## config.mk

```make
export PLATFORM = sky130hd
export DESIGN_NAME = instruction_fetch_unit
export DESIGN_NICKNAME = d
export VERILOG_FILES = /design/src/rtl/riscv_pkg.sv /design/src/rtl/fetch_buffer.sv /design/src/rtl/instruction_fetch_unit.sv
export SDC_FILE = /design/constraint.sdc
export NUM_CORES = 1
export LEC_CHECK = 0
export ABC_CLOCK_PERIOD_IN_PS = 2400
export CAP_MARGIN = 20
export CORE_MARGIN = 2
export CORE_UTILIZATION = 51
export CTS_CLUSTER_SIZE = 40
export DETAILED_ROUTE_END_ITERATION = 16
export GPL_TIMING_DRIVEN = 0
export PLACE_DENSITY = 0.79
export REMOVE_ABC_BUFFERS = 1
export SLEW_MARGIN = 20
export SYNTH_ARGS = -nofsm -noshare
export SYNTH_HDL_FRONTEND = slang
export SYNTH_SLANG_ARGS = --single-unit
```

## constraint.sdc

```tcl
create_clock -name clk -period 2.4 [get_ports clk]
set_input_delay 0.48 -clock clk [delete_from_list [all_inputs] [get_ports clk]]
set_output_delay 0.48 -clock clk [all_outputs]
set_load 0.05 [all_outputs]
```

## src/rtl/riscv_pkg.sv

```systemverilog
// Shared types and constants for the instruction fetch slice.
package riscv_pkg;

    localparam int ADDR_W     = 64;
    localparam int INST_W     = 32;
    localparam int INST_BYTES = 4;

    typedef enum logic {
        RUN  = 1'b0,
        HALT = 1'b1
    } fetch_state_e;

    typedef struct packed {
        logic [INST_W-1:0] inst;
        logic [ADDR_W-1:0] pc;
    } fetch_entry_t;

endpackage

```

## src/rtl/fetch_buffer.sv

```systemverilog
// Two-entry circular FIFO holding fetched {instruction, pc} pairs.
// Flush empties the FIFO and wins over push and pop in the same cycle.
module fetch_buffer
    import riscv_pkg::*;
(
    input  logic         clk,
    input  logic         reset,
    input  logic         push,
    input  logic         pop,
    input  logic         flush,
    input  fetch_entry_t push_entry,
    output logic         full,
    output logic         empty,
    output fetch_entry_t head_entry
);

    fetch_entry_t entry_q [2];
    fetch_entry_t entry_d [2];
    logic         wr_ptr_q, wr_ptr_d;
    logic         rd_ptr_q, rd_ptr_d;
    logic [1:0]   count_q, count_d;
    logic         do_push;
    logic         do_pop;

    assign full       = (count_q == 2'd2);
    assign empty      = (count_q == 2'd0);
    assign head_entry = entry_q[rd_ptr_q];

    // Next-state for storage, pointers and occupancy; a push into a full
    // buffer is only legal when the head leaves in the same cycle.
    always_comb begin
        entry_d  = entry_q;
        wr_ptr_d = wr_ptr_q;
        rd_ptr_d = rd_ptr_q;
        count_d  = count_q;
        do_pop   = pop && !empty;
        do_push  = push && (!full || do_pop);
        if (flush) begin
            wr_ptr_d = 1'b0;
            rd_ptr_d = 1'b0;
            count_d  = 2'd0;
        end else begin
            if (do_push) begin
                entry_d[wr_ptr_q] = push_entry;
                wr_ptr_d          = ~wr_ptr_q;
            end
            if (do_pop) begin
                rd_ptr_d = ~rd_ptr_q;
            end
            count_d = count_q + {1'b0, do_push} - {1'b0, do_pop};
        end
    end

    // Register update; reset clears the entries so the head reads as zero.
    always_ff @(posedge clk) begin
        if (reset) begin
            entry_q[0] <= '0;
            entry_q[1] <= '0;
            wr_ptr_q   <= 1'b0;
            rd_ptr_q   <= 1'b0;
            count_q    <= 2'd0;
        end else begin
            entry_q[0] <= entry_d[0];
            entry_q[1] <= entry_d[1];
            wr_ptr_q   <= wr_ptr_d;
            rd_ptr_q   <= rd_ptr_d;
            count_q    <= count_d;
        end
    end

endmodule

```

## src/rtl/instruction_fetch_unit.sv

```systemverilog
// Instruction fetch front end: owns the pc, reads a combinational
// instruction memory and hands words to decode via valid/ready.
// A misaligned redirect target halts fetching until reset.
module instruction_fetch_unit
    import riscv_pkg::*;
#(
    parameter logic [ADDR_W-1:0] RESET_PC = '0
) (
    input  logic              clk,
    input  logic              reset,
    output logic [ADDR_W-1:0] Inst_Address,
    input  logic [INST_W-1:0] Instruction,
    output logic              out_valid,
    input  logic              out_ready,
    output logic [INST_W-1:0] out_instruction,
    output logic [ADDR_W-1:0] out_pc,
    input  logic              redirect_valid,
    input  logic [ADDR_W-1:0] redirect_pc,
    output logic              fetch_fault
);

    fetch_state_e      state_q, state_d;
    logic [ADDR_W-1:0] pc_q, pc_d;
    logic              fault_q, fault_d;
    logic              push;
    logic              pop;
    logic              flush;
    logic              buf_full;
    logic              buf_empty;
    fetch_entry_t      push_entry;
    fetch_entry_t      head_entry;

    assign Inst_Address    = pc_q;
    assign fetch_fault     = fault_q;
    assign out_valid       = !buf_empty;
    assign out_instruction = head_entry.inst;
    assign out_pc          = head_entry.pc;
    assign pop             = out_valid && out_ready;
    assign push_entry      = '{inst: Instruction, pc: pc_q};

    // Fetch control: a redirect in RUN flushes and discards this cycle's
    // fetch; otherwise fetch whenever the buffer has (or is making) room.
    always_comb begin
        state_d = state_q;
        pc_d    = pc_q;
        fault_d = fault_q;
        push    = 1'b0;
        flush   = 1'b0;
        if (state_q == RUN) begin
            if (redirect_valid) begin
                flush = 1'b1;
                if (redirect_pc[1:0] == 2'b00) begin
                    pc_d = redirect_pc;
                end else begin
                    fault_d = 1'b1;
                    state_d = HALT;
                end
            end else if (!buf_full || pop) begin
                push = 1'b1;
                pc_d = pc_q + ADDR_W'(INST_BYTES);
            end
        end
    end

    // State, pc and sticky fault registers.
    always_ff @(posedge clk) begin
        if (reset) begin
            state_q <= RUN;
            pc_q    <= RESET_PC;
            fault_q <= 1'b0;
        end else begin
            state_q <= state_d;
            pc_q    <= pc_d;
            fault_q <= fault_d;
        end
    end

    fetch_buffer u_fetch_buffer (
        .clk        (clk),
        .reset      (reset),
        .push       (push),
        .pop        (pop),
        .flush      (flush),
        .push_entry (push_entry),
        .full       (buf_full),
        .empty      (buf_empty),
        .head_entry (head_entry)
    );

endmodule
```

---- Yosys cells after proc, flatten, opt, wreduce, memory -nomap -nowiden ----
Cells that the tools add are included.
word-level totals
  bits in latches ......................... 0
  output and inout bits ................... 162
  memories kept ........................... 0
  word-level logic and storage cells ...... 57
  ROM bits ................................ 0
  bits in registers ....................... 262
  input port bits ......................... 100
  RAM bits ................................ 0
cells by class
  muxes and demuxes ....................... 17
  divide/modulo/power cells ............... 0
  equality and inequality tests ........... 2
  reductions and logical operators ........ 15
  add/subtract/negate cells ............... 3
  multiply operators ...................... 0
  shifts and indexed selects .............. 0
  bitwise logic cells ..................... 7
  order comparisons ....................... 3
operator list
  operator                                            count
  2-to-1 mux 96 bit                                   4
  bitwise mux 192 bit                                 1
  2-to-1 mux 64 bit                                   3
  demux 96 bit (select 1 bit)                         1
  adder 64 x 3 -> 64 bit, second input constant       1
  2-to-1 mux 1 bit                                    8
  AND reduction 3 bit                                 2
  NOT 1 bit                                           5
  >= comparator 2 bit, second input constant          2
  logical AND 1 bit                                   4
  logical NOT 2 bit                                   2
  NOT 1 -> 2 bit                                      2
  adder 2 x 1 -> 2 bit                                1
  == test 2 bit, second input constant                1
  logical NOT 1 bit                                   2
  logical OR 1 bit                                    2
  < comparator 2 x 1 -> 1 bit, second input constant  1
  != test 2 x 1 -> 1 bit, second input constant       1
  AND reduction 2 bit                                 1
  nonzero test 2 bit                                  1
  OR reduction 2 bit                                  1
  subtractor 2 x 1 -> 2 bit                           1

---- Depth between registers and ports, before layout ----
Gate-level depths: netlist of the first run.
  depth after elaboration ................. 10
  mapped depth ............................ 8
  depth with buffers taken out ............ 7

---- Cells and area by module ----
Synthesis of the first run repeated with hierarchy kept, for this count alone.
second synthesis, totals
  cell total of the unflattened synthesis .. 1518
  area total of the unflattened synthesis .. 13933.4 um^2
by module, submodules not included
  module                  times used  area each (um^2)  sequential area each (um^2)  cells an instance
  fetch_buffer            1           9196.3            3923.8                       862
  instruction_fetch_unit  1           4737.0            1321.3                       656

---- Worst setup path before layout of the first run ----
No wires, ideal clock.
  path type ............................... reg-to-reg
  start point ............................. register pc_q[40] (netlist: Inst_Address[40])
  end point ............................... register pc_q[63] (netlist: Inst_Address[63])
  buffers on the path ..................... 1
  setup slack ............................. -214 ps
  arrival time ............................ 2483 ps
  library setup time ...................... 130 ps
  clock period less this slack ............ 2614 ps
  data required time ...................... 2270 ps
  cell stages (with the launch flop) ...... 8
  path through ............................ dfxtp_1 > clkbuf_2 > nand4_2 > or3_1 > or4_4 > nor2_2 > mux2i_1 > o22ai_1
between the ends
  cells in the longest elaborated chain, start to end .. 3
ends and longest elaborated chain
  element                   RTL line                      RTL
  start: declaration        instruction_fetch_unit.sv:23  logic [ADDR_W-1:0] pc_q, pc_d;
  start signal: assignment  instruction_fetch_unit.sv:73  pc_q <= pc_d;
  adder 64 x 3 -> 64 bit    instruction_fetch_unit.sv:60  pc_d = pc_q + ADDR_W'(INST_BYTES);
  2-to-1 mux 64 bit         instruction_fetch_unit.sv:58  end else if (!buf_full || pop) begin
  2-to-1 mux 64 bit         instruction_fetch_unit.sv:50  if (redirect_valid) begin
No other way between the ends. The select of a mux whose other input is x is not followed.
A chain may end at the register's enable or synchronous reset.

---- Worst setup path after layout of the first run ----
  start point ............................. register u_fetch_buffer.rd_ptr_q
  end point ............................... output port out_instruction[17]
between the ends
  cells in the longest elaborated chain, start to end .. 4
ends and longest elaborated chain
  element                                                RTL line                      RTL
  start: declaration                                     fetch_buffer.sv:20            logic rd_ptr_q, rd_ptr_d;
  start signal: assignment                               fetch_buffer.sv:66            rd_ptr_q <= rd_ptr_d;
  NOT 1 -> 2 bit (not written as such)                   fetch_buffer.sv:27            assign head_entry = entry_q[rd_ptr_q];
  2-to-1 mux 96 bit (not written as such) (3 in series)  fetch_buffer.sv:27
  end: declaration                                       instruction_fetch_unit.sv:15  output logic [INST_W-1:0] out_instruction,
No other way between the ends. The select of a mux whose other input is x is not followed.

==> impl_metrics.tcl, run 1 <==
set metrics [dict create \
    p_leak_nw 6.15 \
    cts_htree_levels 1 \
    vias_per_cell 5.89 \
    pwr_density_cell_nw_per_um2 667 \
    hpwlAfterDp_um 24700 \
    endpoint_kind "output pin" \
    first_iter_violations 1200 \
    die_area_um2 25400 \
    cap_violations 0 \
    wl_per_cell_um 19.1 \
    crit_required_ns 1.92 \
    cts-root-buf "clkbuf_16" \
    clk-insertion-delay-late_ns 0.55 \
    grt_antenna_before_repair 2 \
    peakVddDrop_v 0.000499 \
    netlist_top_cells_area "dfxtp_1 43%, nand2_1 14%, a21oi_1 9.8%" \
    initial_core_util 0.522 \
    gp_congestion 0.850 \
    portBuffers 261 \
    groute.usage.overall 0.292 \
    fin_skew_ns 0.00921 \
    drt-pass1-iter-count 7 \
    finalCriticalPeriod_ns 2.50 \
    numCtsBuffers 29 \
    num_rows 56 \
    ys_seq_elements 262 \
    yosysSeqAreaShare 0.426 \
    maxSlewViolCount 0 \
    crit_start "u_fetch_buffer.rd_ptr_q$_SDFFE_PP0P_" \
    clockBufferDepth 3 \
    drive_gt1_frac 0.191 \
    final_cell_mix "444 x nand2_1, 241 x a21oi_1, 232 x dfxtp_1" \
    syn_area_per_cell_um2 7.76 \
    post-route-period-util 1.04 \
    r2r_cells 6 \
    clk_pin_slew_worst_paths_ns 0.06 \
    die_h_um 159 \
    grt_pass1_vias 11752 \
    ant_nets 0 \
    chipWidth_um 159 \
    max_freq_mhz 400 \
    final_common_cell "nand2_1" \
    final_nets 1875 \
    core_area_um2 23600 \
    rsz0062_at_grt "true" \
    regArea_um2 5290 \
    synthDominantCellAreaShare 0.426 \
    status "finished, violations left" \
    cp_max_fo 24 \
    path_class "reg -> out" \
    synth_edf_count 0 \
    synth_ff_type "dfxtp_1" \
    cts.sinks 262 \
    multi_input_area_um2 6740 \
    vias 12461 \
    yosys_warnings 0 \
    setup_slack_ns -0.103 \
    slew-limit-headroom 0.504 \
    failed_checks "negative setup slack" \
    cts_tree "yes" \
    nFillCells 1945 \
    worstSetupStartpointType "flop" \
    r2r_slack_ns 0.10 \
    post-place-ws_ns -1.38 \
    grt_start_max_net_pins 122 \
    drc_errors 0 \
    hold_class "in -> reg" \
    rr_endpoint "Inst_Address[63]$_SDFFE_PP0P_" \
    syn_area_um2 12300 \
    synth_largest_area_cell "dfxtp_1" \
    ios 262 \
    endpoint "out_instruction[17]" \
    finalHoldViolCount 0 \
    area_growth_pct 32.4 \
    synthArstFlopShare 0 \
    r2r-start "Inst_Address[39]$_SDFFE_PP0P_" \
    total_power_mw 10.9 \
    worstPathArrival_ns 2.02 \
    worst_pin_slew_ns 0.744 \
    grt_pass1_wl_um 62100 \
    syn_inst 1586 \
    ys_types 66 \
    wl_um 40300 \
    overflow 0 \
    finalSetupViolCount 64 \
]
state kept, by name (all words and copies together), names as in the netlist:
| register | cells |
|---|---|
| Inst_Address | 64 |
| state_q | 1 |
| u_fetch_buffer.count_q | 2 |
| u_fetch_buffer.rd_ptr_q | 1 |
| u_fetch_buffer.entry_q | 192 |
| fetch_fault | 1 |
| u_fetch_buffer.wr_ptr_q | 1 |
logic make-up after synthesis:
logic type / after synthesis / synth area share
and+or+nand+nor: 683 / 0.250
AOI/OAI and AO/OA: 380 / 0.175
DFF: 262 / 0.426
buffers and inverters: 147 / 0.0464
muxes: 109 / 0.0984
xor gates and xnor gates: 3 / 0.00213
adders and majority gates: 2 / 0.00203
layout make-up:
class / instances / share of cell area
Tap cell: 319 / 0.0245
Timing Repair Buffer: 295 / 0.178
Multi-Input combinational cell: 1180 / 0.413
Antenna cell: 2 / 0.000307
Sequential cell: 262 / 0.324
Inverter: 5 / 0.00146
Clock inverter: 9 / 0.00468
Clock buffer: 43 / 0.0533
power breakdown:
| group | internal (mW) | total (mW) | switching [mW] |
|---|---|---|---|
| registers | 4.50 | 4.69 | 0.187 |
| clock network | 2.59 | 4.39 | 1.80 |
| logic | 0.656 | 1.80 | 1.14 |
| total | 7.75 | 10.9 | 3.13 |
Yosys cell counts (3+ instances only):
| cell | n |
|---|---|
| or4_1 | 6 |
| buf_2 | 12 |
| a22o_1 | 3 |
| o211ai_1 | 4 |
| nor3b_1 | 4 |
| mux2i_1 | 13 |
| inv_1 | 5 |
| nor4_2 | 3 |
| nand2b_1 | 4 |
| nor2_1 | 55 |
| or3_1 | 13 |
| nor2b_1 | 6 |
| mux2_2 | 96 |
| nor3_1 | 18 |
| and4_1 | 10 |
| a21o_1 | 4 |
| nand3_1 | 38 |
| and3_1 | 20 |
| nand2_1 | 447 |
| clkbuf_1 | 116 |
| dfxtp_1 | 262 |
| or4_4 | 3 |
| a21oi_1 | 241 |
| a211oi_1 | 13 |
| and2_1 | 6 |
| nor4_1 | 7 |
| o22ai_1 | 9 |
| or2_2 | 5 |
| o21ai_0 | 34 |
| o31ai_1 | 11 |
| buf_1 | 12 |
| a31oi_1 | 24 |
| a22oi_1 | 15 |
| a221oi_1 | 4 |
| nand4_1 | 23 |
metrics by stage:
step,hold slack (ns),instance area [µm²],setup TNS (ns),util,cells
floorplan,0.427,11800,-444.56,-,1444
global placement,0.438,14800,-2193.70,0.626,2024
detailed placement,0.443,15200,-180.60,0.644,2040
CTS,0.322,16200,-4.43,0.684,2101
global route,0.351,16300,-5.00,0.690,2115
finish,0.325,16300,-3.23,0.690,2115
worst min path at each step:
stage | start | end | slack (ns) | cells after the start
after floorplan | u_fetch_buffer.entry_q[0]$_SDFFE_PP0P_ | u_fetch_buffer.entry_q[0]$_SDFFE_PP0P_ | 0.43 | 2
after global placement | u_fetch_buffer.entry_q[84]$_SDFFE_PP0P_ | u_fetch_buffer.entry_q[84]$_SDFFE_PP0P_ | 0.44 | 2
after detailed placement | u_fetch_buffer.entry_q[34]$_SDFFE_PP0P_ | u_fetch_buffer.entry_q[34]$_SDFFE_PP0P_ | 0.44 | 2
after CTS | reset | Inst_Address[4]$_SDFFE_PP0P_ | 0.32 | 2
after global routing | reset | u_fetch_buffer.entry_q[58]$_SDFFE_PP0P_ | 0.35 | 2
final | redirect_valid | Inst_Address[57]$_SDFFE_PP0P_ | 0.33 | 3
metal layers:
metal  up-vias  track usage  share of wire
met3        78       0.0568          0.083
met4         0       0.0769          0.027
met5         -            0              0
met2       577        0.493           0.47
met1      5913        0.385           0.42
li1       5893            -              -
worst max-delay path, cell delays in order (launching register included):
cell           delay, ns
dfxtp_4             0.46
buf_16              0.22
mux2_2              0.35
dlygate4sd2_1       0.42
what timing repair did:
item	CTS	global route
gates cloned	2	4
resized for setup	323	106
setup buffers	8	8
pin swaps	8	7
endpoints found under the setup margin	324	194
hold buffers	0	0
No activity file was read; power rests on OpenSTA's default activity.
==> run 2: changes to the inputs <==
--- a/config.mk
+++ b/config.mk
@@ -12,7 +12,7 @@
 export CTS_CLUSTER_SIZE = 40
 export DETAILED_ROUTE_END_ITERATION = 16
 export GPL_TIMING_DRIVEN = 0
-export PLACE_DENSITY = 0.79
+export PLACE_DENSITY = 0.84
 export REMOVE_ABC_BUFFERS = 1
 export SLEW_MARGIN = 20
 export SYNTH_ARGS = -nofsm -noshare
==> impl_metrics.tcl, run 2 (synthesized netlist as in run 1, its figures left out) <==
set metrics [dict create \
    vias 12697 \
    endpoint "out_pc[61]" \
    status "finished clean" \
    finalCriticalPeriod_ns 2.36 \
    worstSetupStartpointType "flop" \
    num_rows 56 \
    gp_congestion 0.853 \
    cts-root-buf "clkbuf_16" \
    r2r_slack_ns 0.06 \
    slew-limit-headroom 0.415 \
    multi_input_area_um2 6710 \
    total_power_mw 11.3 \
    nFillCells 1898 \
    clk_pin_slew_worst_paths_ns 0.06 \
    chipWidth_um 159 \
    peakVddDrop_v 0.000546 \
    crit_buf_inv 3 \
    crit_family "buffers and inverters" \
    hpwlAfterDp_um 25000 \
    path_depth 4 \
    rsz0062_at_grt "true" \
    clockBufferDepth 3 \
    die_h_um 159 \
    final_common_cell "nand2_1" \
    finalHoldViolCount 0 \
    endpoint_kind "output pin" \
    crit_start "u_fetch_buffer.rd_ptr_q$_SDFFE_PP0P_" \
    r2r_cells 6 \
    groute.usage.overall 0.301 \
    top_register "u_fetch_buffer.entry_q" \
    ant_nets 0 \
    clk-insertion-delay-late_ns 0.54 \
    worst_pin_slew_ns 0.878 \
    core_area_um2 23600 \
    finalSetupViolCount 0 \
    ios 262 \
    pwr_density_cell_nw_per_um2 693 \
    slowest_delay_ns 0.38 \
    grt_start_max_net_pins 100 \
    path_class "reg -> out" \
    cts_tree "yes" \
    setup_tns_ns 0 \
    wl_um 41200 \
    cts_htree_levels 1 \
    rr_endpoint "Inst_Address[63]$_SDFFE_PP0P_" \
    grt_antenna_before_repair 2 \
    crit_required_ns 1.92 \
    cp_max_fo 18 \
    post-route-period-util 0.984 \
    overflow 0 \
    largest_register_ff_count 192 \
    hold_class "in -> reg" \
    final_nets 1886 \
    maxSlewViolCount 0 \
    grt_pass1_vias 11828 \
    portBuffers 261 \
    grt_pass1_wl_um 63500 \
    worstPathArrival_ns 1.88 \
    drt-pass1-iter-count 5 \
    initial_core_util 0.522 \
    fin_skew_ns 0.0106 \
    cts_hold_buf 0 \
    final_cell_mix "444 x nand2_1, 241 x a21oi_1, 237 x dfxtp_1" \
    wl_per_cell_um 19.4 \
    first_iter_violations 1176 \
    drive_gt1_frac 0.200 \
    die_area_um2 25400 \
    area_growth_pct 32.9 \
    vias_per_cell 5.97 \
    cts.sinks 262 \
    cap_violations 0 \
    regArea_um2 5290 \
    crit_path_cell_trace "buf_12 -> clkbuf_16 -> mux2_2 -> buf_2" \
    r2r-start "Inst_Address[46]$_SDFFE_PP0P_" \
    numCtsBuffers 28 \
    p_leak_nw 6.35 \
    drc_errors 0 \
    cpMaxStageDelayCell "dfxtp_4" \
    max_freq_mhz 423 \
]
[run 2: per-layer routing]
layer / GRT usage / routed length (µm) / vias up
met3: 0.0672 / 3790 / 108
met1: 0.384 / 16600 / 6009
met2: 0.499 / 19300 / 650
met5: 0 / 0 / -
met4: 0.111 / 1490 / 0
li1: - / - / 5930
[run 2: area by class of cell]
class,instances,share of cell area
antenna,2,0.000306
inverter,5,0.00145
multi-input combinational,1180,0.410
clock inverter,14,0.0126
tap,319,0.0244
timing repair buffer,307,0.176
sequential,262,0.323
clock buffer,38,0.0520
[run 2: through the flow]
stage | hold WS, ns | instances | worst slack, ns | instance area (µm²) | util
after floorplan | 0.427 | 1444 | -2.05 | 11800 | -
after global placement | 0.438 | 2024 | -10.06 | 14800 | 0.626
after detailed placement | 0.444 | 2041 | -1.27 | 15200 | 0.643
after CTS | 0.329 | 2107 | -0.0176 | 16100 | 0.684
after global routing | 0.383 | 2127 | -0.110 | 16400 | 0.693
final | 0.350 | 2127 | 0.0377 | 16400 | 0.693
[run 2: repair_timing]
item	in CTS	in global routing
setup buffers	11	15
setup endpoints to repair	333	179
cloned	3	3
gates resized for setup	494	69
pin swaps	7	8
[run 2: worst register-to-register path: cells and delay by family (launching register included)]
kind	cells	cell delay, ns
AND/OR/NAND/NOR	4	1.42
flip-flops	1	0.49
multiplexers	1	0.22
AO/OA/AOI/OAI	1	0.10
[run 2: worst min-delay path by stage]
| stage | start | end | slack (ns) | depth (start not counted) |
|---|---|---|---|---|
| after CTS | redirect_valid | Inst_Address[2]$_SDFFE_PP0P_ | 0.33 | 3 |
| after global placement | u_fetch_buffer.entry_q[13]$_SDFFE_PP0P_ | u_fetch_buffer.entry_q[13]$_SDFFE_PP0P_ | 0.44 | 2 |
| final | reset | u_fetch_buffer.entry_q[151]$_SDFFE_PP0P_ | 0.35 | 2 |
| after floorplan | u_fetch_buffer.entry_q[0]$_SDFFE_PP0P_ | u_fetch_buffer.entry_q[0]$_SDFFE_PP0P_ | 0.43 | 2 |
| after global routing | reset | Inst_Address[23]$_SDFFE_PP0P_ | 0.38 | 2 |
| after detailed placement | u_fetch_buffer.entry_q[164]$_SDFFE_PP0P_ | u_fetch_buffer.entry_q[164]$_SDFFE_PP0P_ | 0.44 | 2 |
[run 2: report_power, final]
part / internal [mW] / switching [mW]
combinational: 0.653 / 1.15
sequential: 4.49 / 0.183
clock: 3.02 / 1.84
total: 8.17 / 3.17
==> run 3: changes to the inputs <==
--- a/config.mk
+++ b/config.mk
@@ -13,7 +13,7 @@
 export DETAILED_ROUTE_END_ITERATION = 16
 export GPL_TIMING_DRIVEN = 0
 export PLACE_DENSITY = 0.84
-export REMOVE_ABC_BUFFERS = 1
+export SKIP_CTS_REPAIR_TIMING = 1
 export SLEW_MARGIN = 20
 export SYNTH_ARGS = -nofsm -noshare
 export SYNTH_HDL_FRONTEND = slang
==> impl_metrics.tcl, run 3 (synthesized netlist as in run 1, its figures left out) <==
set metrics [dict create \
    grt_antenna_before_repair 2 \
    die_area_um2 25400 \
    grt_start_max_net_pins 14 \
    hpwlAfterDp_um 32800 \
    first_iter_violations 1641 \
    grt_pass1_vias 12950 \
    drc_errors 0 \
    initial_core_util 0.522 \
    cts_tree "yes" \
    crit_family "simple AND/OR/NAND/NOR gates" \
    worstPathArrival_ns 2.87 \
    grt_pass1_wl_um 71200 \
    crit_required_ns 2.85 \
    overflow 0 \
    synth_nets 1688 \
    vias_per_cell 6.08 \
    hold_class "reg -> reg" \
    num_rows 56 \
    top_register "u_fetch_buffer.entry_q" \
    slowest_delay_ns 0.52 \
    cts-root-buf "clkbuf_16" \
    slew-limit-headroom 0.378 \
    drive_gt1_frac 0.209 \
    post-place-ws_ns -1.45 \
    worst_pin_slew_ns 0.933 \
    cts_htree_levels 1 \
    max_freq_mhz 413 \
    cap_violations 0 \
    drt-pass1-iter-count 6 \
    finalHoldViolCount 0 \
    portBuffers 261 \
    p_leak_nw 6.30 \
    chipWidth_um 159 \
    numCtsBuffers 28 \
    worstSetupStartpointType "flop" \
    largest_register_ff_count 192 \
    clk-insertion-delay-late_ns 0.55 \
    maxSlewViolCount 0 \
    ant_nets 0 \
    cpMaxStageDelayCell "or4_4" \
    path_class "reg -> reg" \
    failed_checks "negative setup slack" \
    ios 262 \
    area_growth_pct 34.0 \
    die_h_um 159 \
    cp_max_fo 6 \
    setup_tns_ns -0.0187 \
    rsz0062_at_grt "true" \
    final_common_cell "nand2_1" \
    groute.usage.overall 0.348 \
    endpoint_kind "flop" \
    finalCriticalPeriod_ns 2.42 \
    setup_slack_ns -0.0187 \
    final_nets 1984 \
    crit_buf_inv 0 \
    clk_pin_slew_worst_paths_ns 0.06 \
    nFillCells 1905 \
    finalSetupViolCount 1 \
    final_cell_mix "445 x nand2_1, 241 x a21oi_1, 223 x dfxtp_1" \
    gp_congestion 0.990 \
    wl_um 46700 \
    cts.sinks 262 \
    post-route-period-util 1.01 \
    pwr_density_cell_nw_per_um2 667 \
    crit_path_cell_trace "ha_4 -> and4_2 -> nand3_1 -> or4_4 -> nor4_4 -> a21boi_1 -> a221oi_1" \
    wl_per_cell_um 21.0 \
    core_area_um2 23600 \
    fin_skew_ns 0.0136 \
    peakVddDrop_v 0.000440 \
    status "finished, violations left" \
    clockBufferDepth 3 \
    vias 13513 \
]
-- run 3: cell type report --
| class | count | area [µm²] | share of cell area |
|---|---|---|---|
| clock buffers | 45 | 886 | 0.0537 |
| flip-flops and latches | 262 | 5310 | 0.322 |
| repair buffers | 282 | 2520 | 0.153 |
| well taps | 319 | 399 | 0.0242 |
| plain buffers | 126 | 636 | 0.0385 |
| inverters | 5 | 18.8 | 0.00114 |
| clock inverters | 6 | 61.3 | 0.00372 |
| multi-input cells | 1177 | 6670 | 0.404 |
| diodes | 1 | 2.50 | 0.000152 |
-- run 3: worst min-delay path, cell delays in order, from the launching register on --
cell     delay (ns)
dfxtp_1        0.30
nand2_1        0.05
a21oi_1        0.05
-- run 3: power by group --
group	internal (mW)	switching, mW	total (mW)
clock network	2.62	1.81	4.43
logic	0.653	1.24	1.90
registers	4.50	0.184	4.68
total	7.77	3.23	11.0
-- run 3: path summary, 6_finish.rpt --
check | start | to | slack, ns | cells after the start
worst max-delay path | Inst_Address[3]$_SDFFE_PP0P_ | Inst_Address[60]$_SDFFE_PP0P_ | -0.02 | 7
worst min-delay path | u_fetch_buffer.entry_q[12]$_SDFFE_PP0P_ | u_fetch_buffer.entry_q[12]$_SDFFE_PP0P_ | 0.45 | 2
worst max register to register | Inst_Address[3]$_SDFFE_PP0P_ | Inst_Address[60]$_SDFFE_PP0P_ | -0.02 | 7
worst min register to register | u_fetch_buffer.entry_q[12]$_SDFFE_PP0P_ | u_fetch_buffer.entry_q[12]$_SDFFE_PP0P_ | 0.45 | 2
-- run 3: through the flow --
stage,utilization,power [mW],area [µm²],instances,hold WS [ns]
4_1_cts,0.691,10.9,16300,2217,0.451
5_1_grt,0.699,11.3,16500,2223,0.466
3_3_place_gp,0.651,6.56,15400,2166,0.438
3_5_place_dp,0.651,6.58,15400,2166,0.443
2_1_floorplan,-,5.81,12400,1586,0.433
6_report,0.699,11.0,16500,2223,0.448
-- run 3: routing by layer --
layer	vias to the layer above	part of all wire	GRT usage
li1	6110	-	-
met4	2	0.042	0.153
met2	866	0.46	0.571
met3	151	0.10	0.0685
met1	6384	0.40	0.446
met5	-	0.00028	0
